<file path="src/rtl/nr_div_pkg.sv">
// nr_div_pkg
//   Shared constants, state encoding and the error-saturation helper for the
//   Newton-Raphson division sequencer (signed Q(6,10) operands).
package nr_div_pkg;

  localparam int FRAC            = 10;
  localparam int SEED_MANT       = 3;
  localparam int SEED_SHIFT_BASE = 18;
  localparam int MIN_LOD         = 5;

  localparam logic [15:0] SAT_POS = 16'h7FFF;
  localparam logic [15:0] SAT_NEG = 16'h8000;

  typedef enum logic [2:0] {
    IDLE = 3'd0,
    SEED = 3'd1,
    LOAD = 3'd2,
    ITER = 3'd3,
    DONE = 3'd4
  } state_t;

  // Saturated quotient for a rejected denominator: zero numerator gives zero,
  // otherwise the sign of the ideal quotient picks the rail.
  function automatic logic [15:0] sat_value(input logic [15:0] nr, input logic [15:0] dr);
    logic [15:0] res;
    if (nr == 16'h0000) begin
      res = 16'h0000;
    end else if (nr[15] == dr[15]) begin
      res = SAT_POS;
    end else begin
      res = SAT_NEG;
    end
    return res;
  endfunction

endpackage

</file>
<file path="src/rtl/nr_div_sequencer_lod16.sv">
// lod16
//   Combinational leading-one detector for a 16-bit vector.
//   i_val   : vector to scan
//   o_found : 1 when any bit of i_val is set
//   o_pos   : index of the most significant set bit (0 when none)
module lod16 (
  input  logic [15:0] i_val,
  output logic        o_found,
  output logic [3:0]  o_pos
);

  // Scan upward so the highest set bit wins the last assignment.
  always_comb begin
    o_found = 1'b0;
    o_pos   = 4'd0;
    for (int i = 0; i < 16; i++) begin
      if (i_val[i]) begin
        o_found = 1'b1;
        o_pos   = 4'(i);
      end else begin
        o_pos   = o_pos;
      end
    end
  end

endmodule

</file>
<file path="src/rtl/nr_div_sequencer.sv">
// nr_div_sequencer
//   Front-end controller for the Q(6,10) Newton-Raphson division core.
//   Accepts {in_nr, in_dr}, computes a reciprocal seed from |in_dr|, drives the
//   core for LOAD_CYC load cycles and ITER_CYC iteration cycles, then returns
//   the captured quotient. Denominators that are zero or too small for the seed
//   table are answered with a saturated result and out_err without using the core.
//   clk, rst_n              : clock, async active-low reset
//   in_valid/in_ready       : operand handshake (in_ready = state IDLE)
//   in_nr, in_dr            : numerator / denominator
//   div_load, div_nr, div_dr, div_guess : to the core
//   div_res                 : from the core
//   out_valid/out_ready     : result handshake
//   out_res, out_err        : quotient and error flag
module nr_div_sequencer
  import nr_div_pkg::*;
#(
  parameter int W        = 16,
  parameter int LOAD_CYC = 2,
  parameter int ITER_CYC = 12
) (
  input  logic         clk,
  input  logic         rst_n,
  input  logic         in_valid,
  output logic         in_ready,
  input  logic [W-1:0] in_nr,
  input  logic [W-1:0] in_dr,
  output logic         div_load,
  output logic [W-1:0] div_nr,
  output logic [W-1:0] div_dr,
  output logic [W-1:0] div_guess,
  input  logic [W-1:0] div_res,
  output logic         out_valid,
  input  logic         out_ready,
  output logic [W-1:0] out_res,
  output logic         out_err
);

  localparam int CNT_MAX = (LOAD_CYC > ITER_CYC) ? LOAD_CYC : ITER_CYC;
  localparam int CW      = $clog2(CNT_MAX + 1);
  localparam logic [CW-1:0] LOAD_RELOAD = CW'(LOAD_CYC - 1);
  localparam logic [CW-1:0] ITER_RELOAD = CW'(ITER_CYC - 1);

  state_t        r_state;
  logic [CW-1:0] r_cnt;
  logic [W-1:0]  r_nr;
  logic [W-1:0]  r_dr;
  logic          r_err;
  logic          r_div_load;
  logic [W-1:0]  r_div_nr;
  logic [W-1:0]  r_div_dr;
  logic [W-1:0]  r_div_guess;
  logic          r_out_valid;
  logic [W-1:0]  r_out_res;
  logic          r_out_err;

  logic [W-1:0]  w_mag;
  logic          w_found;
  logic [3:0]    w_pos;
  logic          w_err;
  logic [4:0]    w_shift;
  logic [W-1:0]  w_seed;
  logic [W-1:0]  w_guess;

  // Magnitude of the held denominator; 16'h8000 maps onto itself (p = 15).
  always_comb begin
    if (r_dr[W-1]) begin
      w_mag = ~r_dr + 16'd1;
    end else begin
      w_mag = r_dr;
    end
  end

  lod16 u_lod (
    .i_val   (w_mag),
    .o_found (w_found),
    .o_pos   (w_pos)
  );

  // Seed = 3 << (18 - p) keeps d*guess in [0.75, 1.5); sign follows the denominator.
  always_comb begin
    w_err   = !w_found || (w_pos < 4'(MIN_LOD));
    w_shift = 5'(SEED_SHIFT_BASE) - {1'b0, w_pos};
    w_seed  = 16'(SEED_MANT) << w_shift;
    if (r_dr[W-1]) begin
      w_guess = ~w_seed + 16'd1;
    end else begin
      w_guess = w_seed;
    end
  end

  // Sequencer FSM with phase counter, operand/seed registers and result registers.
  // div_load is a registered decode of LOAD, so it trails the state by one cycle.
  always_ff @(posedge clk or negedge rst_n) begin
    if (!rst_n) begin
      r_state     <= IDLE;
      r_cnt       <= '0;
      r_nr        <= '0;
      r_dr        <= '0;
      r_err       <= 1'b0;
      r_div_load  <= 1'b0;
      r_div_nr    <= '0;
      r_div_dr    <= '0;
      r_div_guess <= '0;
      r_out_valid <= 1'b0;
      r_out_res   <= '0;
      r_out_err   <= 1'b0;
    end else begin
      r_div_load <= (r_state == LOAD);
      case (r_state)
        IDLE: begin
          if (in_valid) begin
            r_nr    <= in_nr;
            r_dr    <= in_dr;
            r_state <= SEED;
          end
        end
        SEED: begin
          r_err <= w_err;
          if (w_err) begin
            r_state <= DONE;
          end else begin
            r_div_nr    <= r_nr;
            r_div_dr    <= r_dr;
            r_div_guess <= w_guess;
            r_cnt       <= LOAD_RELOAD;
            r_state     <= LOAD;
          end
        end
        LOAD: begin
          if (r_cnt == '0) begin
            r_cnt   <= ITER_RELOAD;
            r_state <= ITER;
          end else begin
            r_cnt <= r_cnt - 1'b1;
          end
        end
        ITER: begin
          if (r_cnt == '0) begin
            r_state <= DONE;
          end else begin
            r_cnt <= r_cnt - 1'b1;
          end
        end
        DONE: begin
          // First DONE cycle captures the result; later cycles wait for the consumer.
          if (r_out_valid) begin
            if (out_ready) begin
              r_out_valid <= 1'b0;
              r_state     <= IDLE;
            end
          end else begin
            r_out_valid <= 1'b1;
            r_out_err   <= r_err;
            r_out_res   <= r_err ? sat_value(r_nr, r_dr) : div_res;
          end
        end
        default: begin
          r_state <= IDLE;
        end
      endcase
    end
  end

  assign in_ready  = (r_state == IDLE);
  assign div_load  = r_div_load;
  assign div_nr    = r_div_nr;
  assign div_dr    = r_div_dr;
  assign div_guess = r_div_guess;
  assign out_valid = r_out_valid;
  assign out_res   = r_out_res;
  assign out_err   = r_out_err;

endmodule
</file>
<file path="config.mk">
export PLATFORM = sky130hd
export DESIGN_NAME = nr_div_sequencer
export DESIGN_NICKNAME = d
export VERILOG_FILES = /design/src/rtl/nr_div_pkg.sv /design/src/rtl/nr_div_sequencer_lod16.sv /design/src/rtl/nr_div_sequencer.sv
export SDC_FILE = /design/constraint.sdc
export NUM_CORES = 1
export LEC_CHECK = 0
export ABC_AREA = 1
export CORE_ASPECT_RATIO = 1.75
export CORE_MARGIN = 1
export CORE_UTILIZATION = 51
export DETAILED_ROUTE_END_ITERATION = 16
export PLACE_DENSITY = 0.9
export SLEW_MARGIN = 15
export SYNTH_ARGS = -nofsm -noshare
export SYNTH_HDL_FRONTEND = slang
export SYNTH_SLANG_ARGS = --single-unit
</file>
<file path="constraint.sdc">
create_clock -name clk -period 4.4 [get_ports clk]
set_clock_uncertainty 0.15 [all_clocks]
set_input_delay 0.88 -clock clk [delete_from_list [all_inputs] [get_ports clk]]
set_output_delay 0.88 -clock clk [all_outputs]
set_load 0.02 [all_outputs]
</file>
## Word-level counts from Yosys, hierarchy flattened

Index checks and enable logic that the tools add are counted.

- Add/sub/neg operators: 4
- Order comparisons: 1
- Eq/ne operators: 12
- Shift operators: 1
- Mux-type cells: 49
- Bitwise logic cells: 4
- Reductions and logical operators: 11

Operators with widths:

| operator | number |
|---|---|
| $mux W16 | 5 |
| $mux W4 | 11 |
| $add A16 B1 Y16 const B | 2 |
| $not A16 Y16 | 2 |
| $mux W3 | 10 |
| $mux W1 | 19 |
| $logic_not A16 Y1 | 1 |
| $shl A2 B5 Y16 const A | 1 |
| $pmux W3 S5 | 1 |
| $ne A2 B2 Y1 const B | 6 |
| $pmux W4 S3 | 1 |
| $eq A3 B2 Y1 const B | 2 |
| $reduce_and A2 Y1 | 3 |
| $reduce_and A5 Y1 | 1 |
| $sub A5 B4 Y5 const A | 1 |
| $logic_not A4 Y1 | 1 |
| $lt A4 B3 Y1 const B | 1 |
| $mux W2 | 2 |
| $sub A4 B1 Y4 const B | 1 |
| $eq A3 B1 Y1 const B | 1 |
| $eq A3 B3 Y1 const B | 1 |
| $logic_not A3 Y1 | 1 |
| $reduce_and A3 Y1 | 1 |
| $reduce_bool A3 Y1 | 1 |
| other kinds (5) | 6 |

- Register bits: 107
- Input bits: 52
- Output and inout bits: 68
- Logic and storage cells: 94

## Logic depth before layout (Yosys ltp)

Gate-level depths: netlist of run 1.

- Depth after elaboration: 23
- Mapped depth: 38
- Mapped depth without buffers: 38

## Hierarchy

From an unflattened synthesis of run 1, not the netlist that was laid out.

- Cells, all modules: 650
- Area, all modules: 5,368.9 um^2

Modules (own cells, without submodules):

| module | times used | cells an instance | area an instance (um^2) | sequential area each (um^2) |
|---|---|---|---|---|
| nr_div_sequencer | 1 | 602 | 5,163.7 | 2,677.6 |
| lod16 | 1 | 48 | 205.2 | 0.0 |

## Worst setup path before layout of run 1

OpenSTA, ideal clock, no wires.

- Path kind: register to register
- From: reg r_dr[1]
- To: reg r_div_guess[12], in the netlist div_guess[12]
- Setup time: 117 ps
- Arrival: 3,389 ps
- Data required time: 4,133 ps
- Path slack: 743 ps
- Stages on the path, launching flop included: 33
- Buffers on the path: 0
- Clock period less this slack: 3,657 ps
- Cells stage by stage: dfrtp_1 > inv_1 > ha_1 > nand4_2 > nand3b_4 > nand2_1 > nand2_1 > xor2_1 > clkinv_1 > nand2_2 > inv_1 > nand2_1 > inv_1 > nor2_1 > inv_1 > ha_1 > inv_1 > nand3_1 > nand2_2 > inv_2 > nor3_2 > nand2_2 > ha_1 > inv_1 > nor2_1 > nand3_1 > nor2_1 > nand2_1 > nand2_2 > nand2_1 > nand2_1 > nand3_1 > nand2_1

- Cells in the longest elaborated chain, start to end: 23
- Elaborated cells between the ends (all ways): 43
- Classes of those cells: add/sub (3); order compare (1); shift (1); mux (32); bitwise (3); reduce/logical (3)

RTL lines:

| item | RTL line | RTL |
|---|---|---|
| start, declared | nr_div_sequencer.sv:46 | `logic [W-1:0] r_dr;` |
| start signal, assigned | nr_div_sequencer.sv:113 | `r_dr <= in_dr;` |
| $not A16 Y16 | nr_div_sequencer.sv:67 | `w_mag = ~r_dr + 16'd1;` |
| $add A16 B1 Y16 | nr_div_sequencer.sv:67 |  |
| $mux W16 * | nr_div_sequencer.sv:66 | `if (r_dr[W-1]) begin` |
| $mux W1 | nr_div_sequencer_lod16.sv:17 | `if (i_val[i]) begin` |
| $mux W2 (2 in a row) | nr_div_sequencer_lod16.sv:17 |  |
| $mux W3 (4 in a row) | nr_div_sequencer_lod16.sv:17 |  |
| $mux W4 (8 in a row) | nr_div_sequencer_lod16.sv:17 |  |
| $sub A5 B4 Y5 | nr_div_sequencer.sv:82 | `w_shift = 5'(SEED_SHIFT_BASE) - {1'b0, w_pos};` |
| $shl A2 B5 Y16 | nr_div_sequencer.sv:83 | `w_seed = 16'(SEED_MANT) << w_shift;` |
| $not A16 Y16 | nr_div_sequencer.sv:85 | `w_guess = ~w_seed + 16'd1;` |
| $add A16 B1 Y16 | nr_div_sequencer.sv:85 |  |
| $mux W16 | nr_div_sequencer.sv:84 | `if (r_dr[W-1]) begin` |
| end signal, assigned | nr_div_sequencer.sv:124 | `r_div_guess <= w_guess;` |
| end, declared | nr_div_sequencer.sv:51 | `logic [W-1:0] r_div_guess;` |

Mark *: on every way between the ends. The rest lies on a longest branch, timed or not.
A chain may end at the register's enable or synchronous reset.

## Worst setup path in the final report of run 1

Same ends and word-level chain as after synthesis.

==> metrics, run 1 <==
outcome=finished clean; min-delay worst type=in2async; post-synth cell types=37; Worst Path Arrival=~4.1 ns; crit path time final=~4.0 ns; post-synthesis net count=roughly 740; clk root buf=clkbuf_16; Initial DRC Count=around 230; Ant. Diodes=0; cell-internal power=between 3000 and 4000 µW; R2R depth=30; first-pass GRT wire length=21600 µm; die width=between 70 and 80 µm; post-layout net count=848; mean area per synthesized cell=about 8.0 µm²; Port-buffer cells=approximately 120; fmax=approximately 250 MHz; Synth Cell Area=between 5000 and 6000 µm²; Slowest-stage cell, CP=dfrtp_1; grt total ovfl=0; final setup vio count=0; DPL Wire Length=approximately 10000 µm; final hold viol count=0; Reg2Reg Setup Slack=0.42 ns; crit-path max FO=6; Synth Register Bits=107; CP startpoint kind=flip-flop; vias after detailed routing=about 5000; synth warn=0; number of global-route vias before repair=between 4000 and 5000; Slew Viols, Final=0; CP endpoint kind=flip-flop; CTS Sinks=about 110; proportion of layout cells with a drive suffix above 1=under 10%; fraction of registers with async set/reset=100%; 1st-pass router iterations=5; Die Ht=between 100 and 150 µm; die area=between 10000 and 15000 µm²; Placer Congestion=0.885; Relative slew margins=about 29%; power share of the clock group=about an eighth; critical path endpoint=div_guess[12]; Crit Reg-Reg Startpoint=r_dr[1]; area delta synth->final=30.1%; Worst Setup SP=r_dr[1]; DR WL/cell=~14 µm; Net Sw Power=roughly 3300 µW; Most used DFF post-synth=dfrtp_1; worst slew pin tran=around 1.1 ns; Max VDD drop=roughly 0.52 mV; clk_lat worst skew=around 0.36 ns; initial antenna violation count=0; Via density=5.33; largest net degree at the start of global routing=86; CTS Buf Count=9; most used cell, CP=nand2_1; R2R Path End=div_guess[12]; clk buf depth=2; clock slew at reported path FFs=approximately 0.08 ns; core area=approximately 10000 µm²; EDFF count, synth=0; Max Cap Viol=0; LEAKAGE=between 0.003 and 0.004 µW; Worst path max stage delay=approximately 0.4 ns; Final ANT Viol Nets=0; Final Util=68.1%; register share of total power=between 20% and 30%; Initial Util=a little over half; Critical Path RT=between 4 and 5 ns; Comb pwr share=61.5%; Tot Pwr=just under 7000 µW; CTS tree=yes; FILL cells=around 820; power per cell area=between 900 and 1000 nW/µm²; kind of critical path=reg2reg; Synth Instances=675; H-tree depth=3; total wire length=13200 µm; Seq/Total Area, Yosys=between 40% and 50%; Placement Rows=49; crit share post-route=around 90%; IO Count=120; DRC=0; Switching Fraction=between 40% and 50%; GR Util All Layers=about a quarter
-- critical path: cells and delay by family (launching register included) --
kind | cells | cell delay, ns
compound gates | 1 | 0.22
flops | 1 | 0.39
buf+inv | 6 | 0.43
fa+ha+maj | 3 | 0.61
simple gates | 20 | 2.07
-- area by class of cell --
type | instances | area (µm²) | share of cell area (%)
clock buffer | 9 | 225 | 3.21
clock inverter | 7 | 77.6 | 1.11
inverter | 83 | 314 | 4.48
multi-input combinational | 460 | 2310 | 32.9
sequential | 107 | 2680 | 38.2
tap | 127 | 159 | 2.27
timing repair buffer | 127 | 1250 | 17.8
-- metal layers --
metal,wire length (µm),global-route usage (%),vias to the layer above
met1,5070,27.5,2353
met3,497,3.75,28
met5,0,0,-
met4,371,12.1,0
met2,7310,47.8,125
li1,-,-,2395
-- cell usage in the layout, fill, tap and decap left out, types with 4 or more instances in the layout --
cell type	count
ha_1	6
dfrtp_1	107
a21oi_1	36
nor2_2	5
nand2_1	169
o21ai_0	48
nor4_1	4
nand4_1	5
nor3_1	4
nand2_2	7
nand3_1	42
buf_4	9
nand2_4	4
clkbuf_16	9
inv_2	15
clkdlybuf4s50_1	118
inv_1	66
nor2_1	73
o21ai_1	5
xor2_1	9
a22oi_1	16
-- cells in the mapped netlist (3+ instances only) --
| master | n | area (µm²) |
|---|---|---|
| ha_1 | 8 | 100 |
| a22oi_1 | 16 | 120 |
| clkbuf_1 | 15 | 56.3 |
| nand2_1 | 171 | 642 |
| o21ai_1 | 5 | 25.0 |
| o21ai_0 | 48 | 240 |
| a21oi_1 | 36 | 180 |
| nor4_1 | 4 | 25.0 |
| nand3_1 | 42 | 210 |
| xor2_1 | 9 | 78.8 |
| nand2_2 | 7 | 43.8 |
| nand4_1 | 5 | 31.3 |
| nor3_1 | 4 | 20.0 |
| buf_2 | 9 | 45.0 |
| inv_2 | 13 | 48.8 |
| nor2_2 | 4 | 25.0 |
| inv_1 | 67 | 251 |
| nand3_2 | 3 | 30.0 |
| dfrtp_1 | 107 | 2680 |
| o31ai_1 | 3 | 22.5 |
| nor2_1 | 74 | 278 |
-- flip-flops by register name (all words and copies together), names as in the netlist --
register,flops
div_dr,16
div_guess,16
div_load,1
div_nr,16
out_err,1
out_res,16
out_valid,1
r_cnt,4
r_dr,16
r_err,1
r_nr,16
r_state,3
-- cells by family after synthesis --
kind of cell | synth area share (%)
simple gates | 26.8
flops | 49.7
buf+inv | 7.92
fa+ha+maj | 1.86
xor+xnor | 1.46
compound gates | 12.2
-- worst min-delay path by stage --
stage,startpoint,to,slack [ns]
after global placement,div_dr[2],div_dr[2],0.32
after detailed placement,div_guess[12],div_guess[12],0.32
after CTS,rst_n,div_guess[13],0.34
after floorplan,r_nr[10],r_nr[10],0.35
final,rst_n,div_guess[9],0.32
after global routing,div_guess[6],div_guess[6],0.35
-- power groups by stage --
| stage | clock, µW | combinational [µW] | sequential [µW] |
|---|---|---|---|
| 2_1_floorplan | 0 | 2450 | 2110 |
| 3_3_place_gp | 0 | 3900 | 1760 |
| 3_5_place_dp | 0 | 4050 | 1790 |
| 4_1_cts | 810 | 4080 | 1780 |
| 5_1_grt | 855 | 4630 | 1840 |
| 6_report | 808 | 4140 | 1780 |
-- metrics by stage --
step | cells | setup slack [ns] | instance area (µm²) | hold WS (ns) | setup TNS, ns
2_1_floorplan | 675 | 0.743 | 5390 | 0.353 | 0
3_3_place_gp | 902 | 0.499 | 6670 | 0.316 | 0
3_5_place_dp | 902 | 0.331 | 6670 | 0.315 | 0
4_1_cts | 918 | 0.304 | 6980 | 0.336 | 0
5_1_grt | 920 | -0.00633 | 7010 | 0.347 | -0.00633
6_report | 920 | 0.421 | 7010 | 0.325 | 0
-- timing repair --
item,in CTS,in global routing
setup buffers,0,2
endpoints found under the setup margin,0,6
gates resized for setup,0,7
hold buffers,0,0
No activity file was read; power rests on OpenSTA's default activity.
==> run 2, diff against run 1 <==
SKIP_CTS_REPAIR_TIMING = 1   (was not set)
SYNTH_HIERARCHICAL = 1   (was not set)
==> run 2 against run 1 <==
  * Critical path depth down 3
  * Clock-buffer cell count up 1
  * Worst hold slack worse by 0.12 ns
  * Register-to-register slack better by 0.05 ns
  * First-iteration DRC count up 21%
  * Utilization up 0.21 points
==> metrics, run 2 <==
largest cells by area after synthesis=dfrtp_1 50%, nand2_1 10%, nor2_1 5.0%, inv_1 4.7%, o21ai_0 4.3%; DR WL/cell=around 15 µm; clk root buf=clkbuf_16; CTS Buf Count=9; clock slew at reported path FFs=approximately 0.07 ns; Finished Layout Cells=895; Relative slew margins=roughly a quarter; vias after detailed routing=4738; synth warn=6; clk_lat worst skew=0.35 ns; outcome=finished clean; CP startpoint kind=flip-flop; dpl ws=about 0.3 ns; grt total ovfl=0; first-pass GRT wire length=21600 µm; CTS Sinks=~110; min-delay worst type=in2async; crit path time final=3.93 ns; Setup TNS Final=0 ns; post-layout net count=~800; mean area per synthesized cell=roughly 8.3 µm²; register area=around 2700 µm²; Reg2Reg Setup Slack=between 0.4 and 0.5 ns; Synth Instances=650; Final ANT Viol Nets=0; Ant. Diodes=0; crit-path max FO=9; largest net degree at the start of global routing=65; most frequent cells in the layout=148 x nand2_1, 118 x clkdlybuf4s50_1, 107 x dfrtp_1; worst slew pin tran=1.14 ns; Initial DRC Count=280; FILL cells=814; most common cell after layout, fill and taps aside=nand2_1; initial antenna violation count=0; Worst path max stage delay=a little under 0.4 ns; die width=around 80 µm; final worst slack=~0.47 ns; area fraction of the dominant cell type after synthesis=around half; H-tree depth=3; core area=roughly 10000 µm²; Port-buffer cells=between 100 and 150; 1st-pass router iterations=5; fmax=between 200 and 300 MHz; Via density=roughly 5.3; crit share post-route=roughly nine tenths; kind of critical path=reg2reg; R2R depth=27; Worst Path Arrival=between 3 and 4 ns; top post-synthesis cells by count=150 x nand2_1, 107 x dfrtp_1, 71 x nor2_1; RSZ-0062 raised after global routing=false; final setup vio count=0; CP endpoint kind=flip-flop; Multi-input gate area=2300 µm²; total wire length=~13000 µm; post-synthesis net count=710; CTS tree=yes; clk buf depth=2; dpl cells=about 880; Synth Register Bits=107; Slowest-stage cell, CP=dfrtp_1; Die Ht=around 140 µm; Slew Viols, Final=0; DPL Wire Length=about 9600 µm; Placement Rows=49; Initial Util=roughly 52%; Placer Congestion=0.895; Synth area leader=dfrtp_1; R2R Path End=div_guess[8]; Seq/Total Area, Yosys=49.9%; most used cell, CP=nand2_1; EDFF count, synth=0; Crit Reg-Reg Startpoint=r_dr[0]; post-synth cell types=40; Synth Cell Area=~5400 µm²; fraction of registers with async set/reset=between 90% and 100%; number of global-route vias before repair=4782; Max Cap Viol=0; IO Count=120; Most used DFF post-synth=dfrtp_1; Critical Path RT=roughly 4.5 ns; proportion of layout cells with a drive suffix above 1=9.38%; CP Buf/Inv Count=1; DRC=0; cell with the most instances after synthesis=nand2_1; delay-heaviest family, CP=simple AND/OR/NAND/NOR gates; GR Util All Layers=about a quarter; final hold viol count=0; area delta synth->final=30.2%; die area=11000 µm²
[run 2: worst max path at each step]
stage / start / to / slack [ns] / depth (start not counted)
2_1_floorplan: r_dr[15] / div_guess[14] / 0.81 / 35
3_5_place_dp: r_dr[0] / div_guess[8] / 0.31 / 25
3_3_place_gp: r_dr[0] / div_guess[8] / 0.55 / 23
5_1_grt: r_dr[0] / div_guess[14] / 0.04 / 29
4_1_cts: r_dr[0] / div_guess[8] / 0.27 / 25
6_report: r_dr[0] / div_guess[8] / 0.47 / 27
[run 2: kinds of logic (layout without fill, tap and decap cells)]
group / count (synthesis) / after routing / share of synthesized area (%)
AO/OA/AOI/OAI: 117 / 117 / 12.5
XOR/XNOR: 21 / 21 / 3.43
adder cells (fa/ha/maj): 8 / 8 / 1.86
buffers and inverters: 104 / 222 / 7.67
flip-flops: 107 / 107 / 49.9
AND/OR/NAND/NOR: 293 / 293 / 24.6
[run 2: layout make-up]
type | instances | share of cell area (%)
well taps | 127 | 2.27
flip-flops and latches | 107 | 38.3
multi-input cells | 439 | 32.9
repair buffers | 124 | 17.5
inverters | 82 | 4.64
clock inverters | 6 | 1.02
clock buffers | 10 | 3.28
[run 2: metal layers]
| layer | GRT usage, % | vias to the layer above | part of all wire (%) |
|---|---|---|---|
| met5 | 0 | - | 0 |
| met4 | 11.7 | 0 | 3.2 |
| met3 | 3.31 | 38 | 3.1 |
| met2 | 46.9 | 131 | 55 |
| met1 | 28.1 | 2263 | 38 |
| li1 | - | 2306 | - |
[run 2: metrics by stage]
| stage | utilization, % | hold slack [ns] | area (µm²) |
|---|---|---|---|
| 2_1_floorplan | - | 0.307 | 5370 |
| 3_3_place_gp | 65.1 | 0.315 | 6670 |
| 3_5_place_dp | 65.1 | 0.315 | 6670 |
| 4_1_cts | 68.1 | 0.204 | 6970 |
| 5_1_grt | 68.3 | 0.210 | 6990 |
| 6_report | 68.3 | 0.204 | 6990 |
Power of run 2 is not shown: default switching activity piles up to over one toggle a cycle in this logic, so the estimate is an artifact.
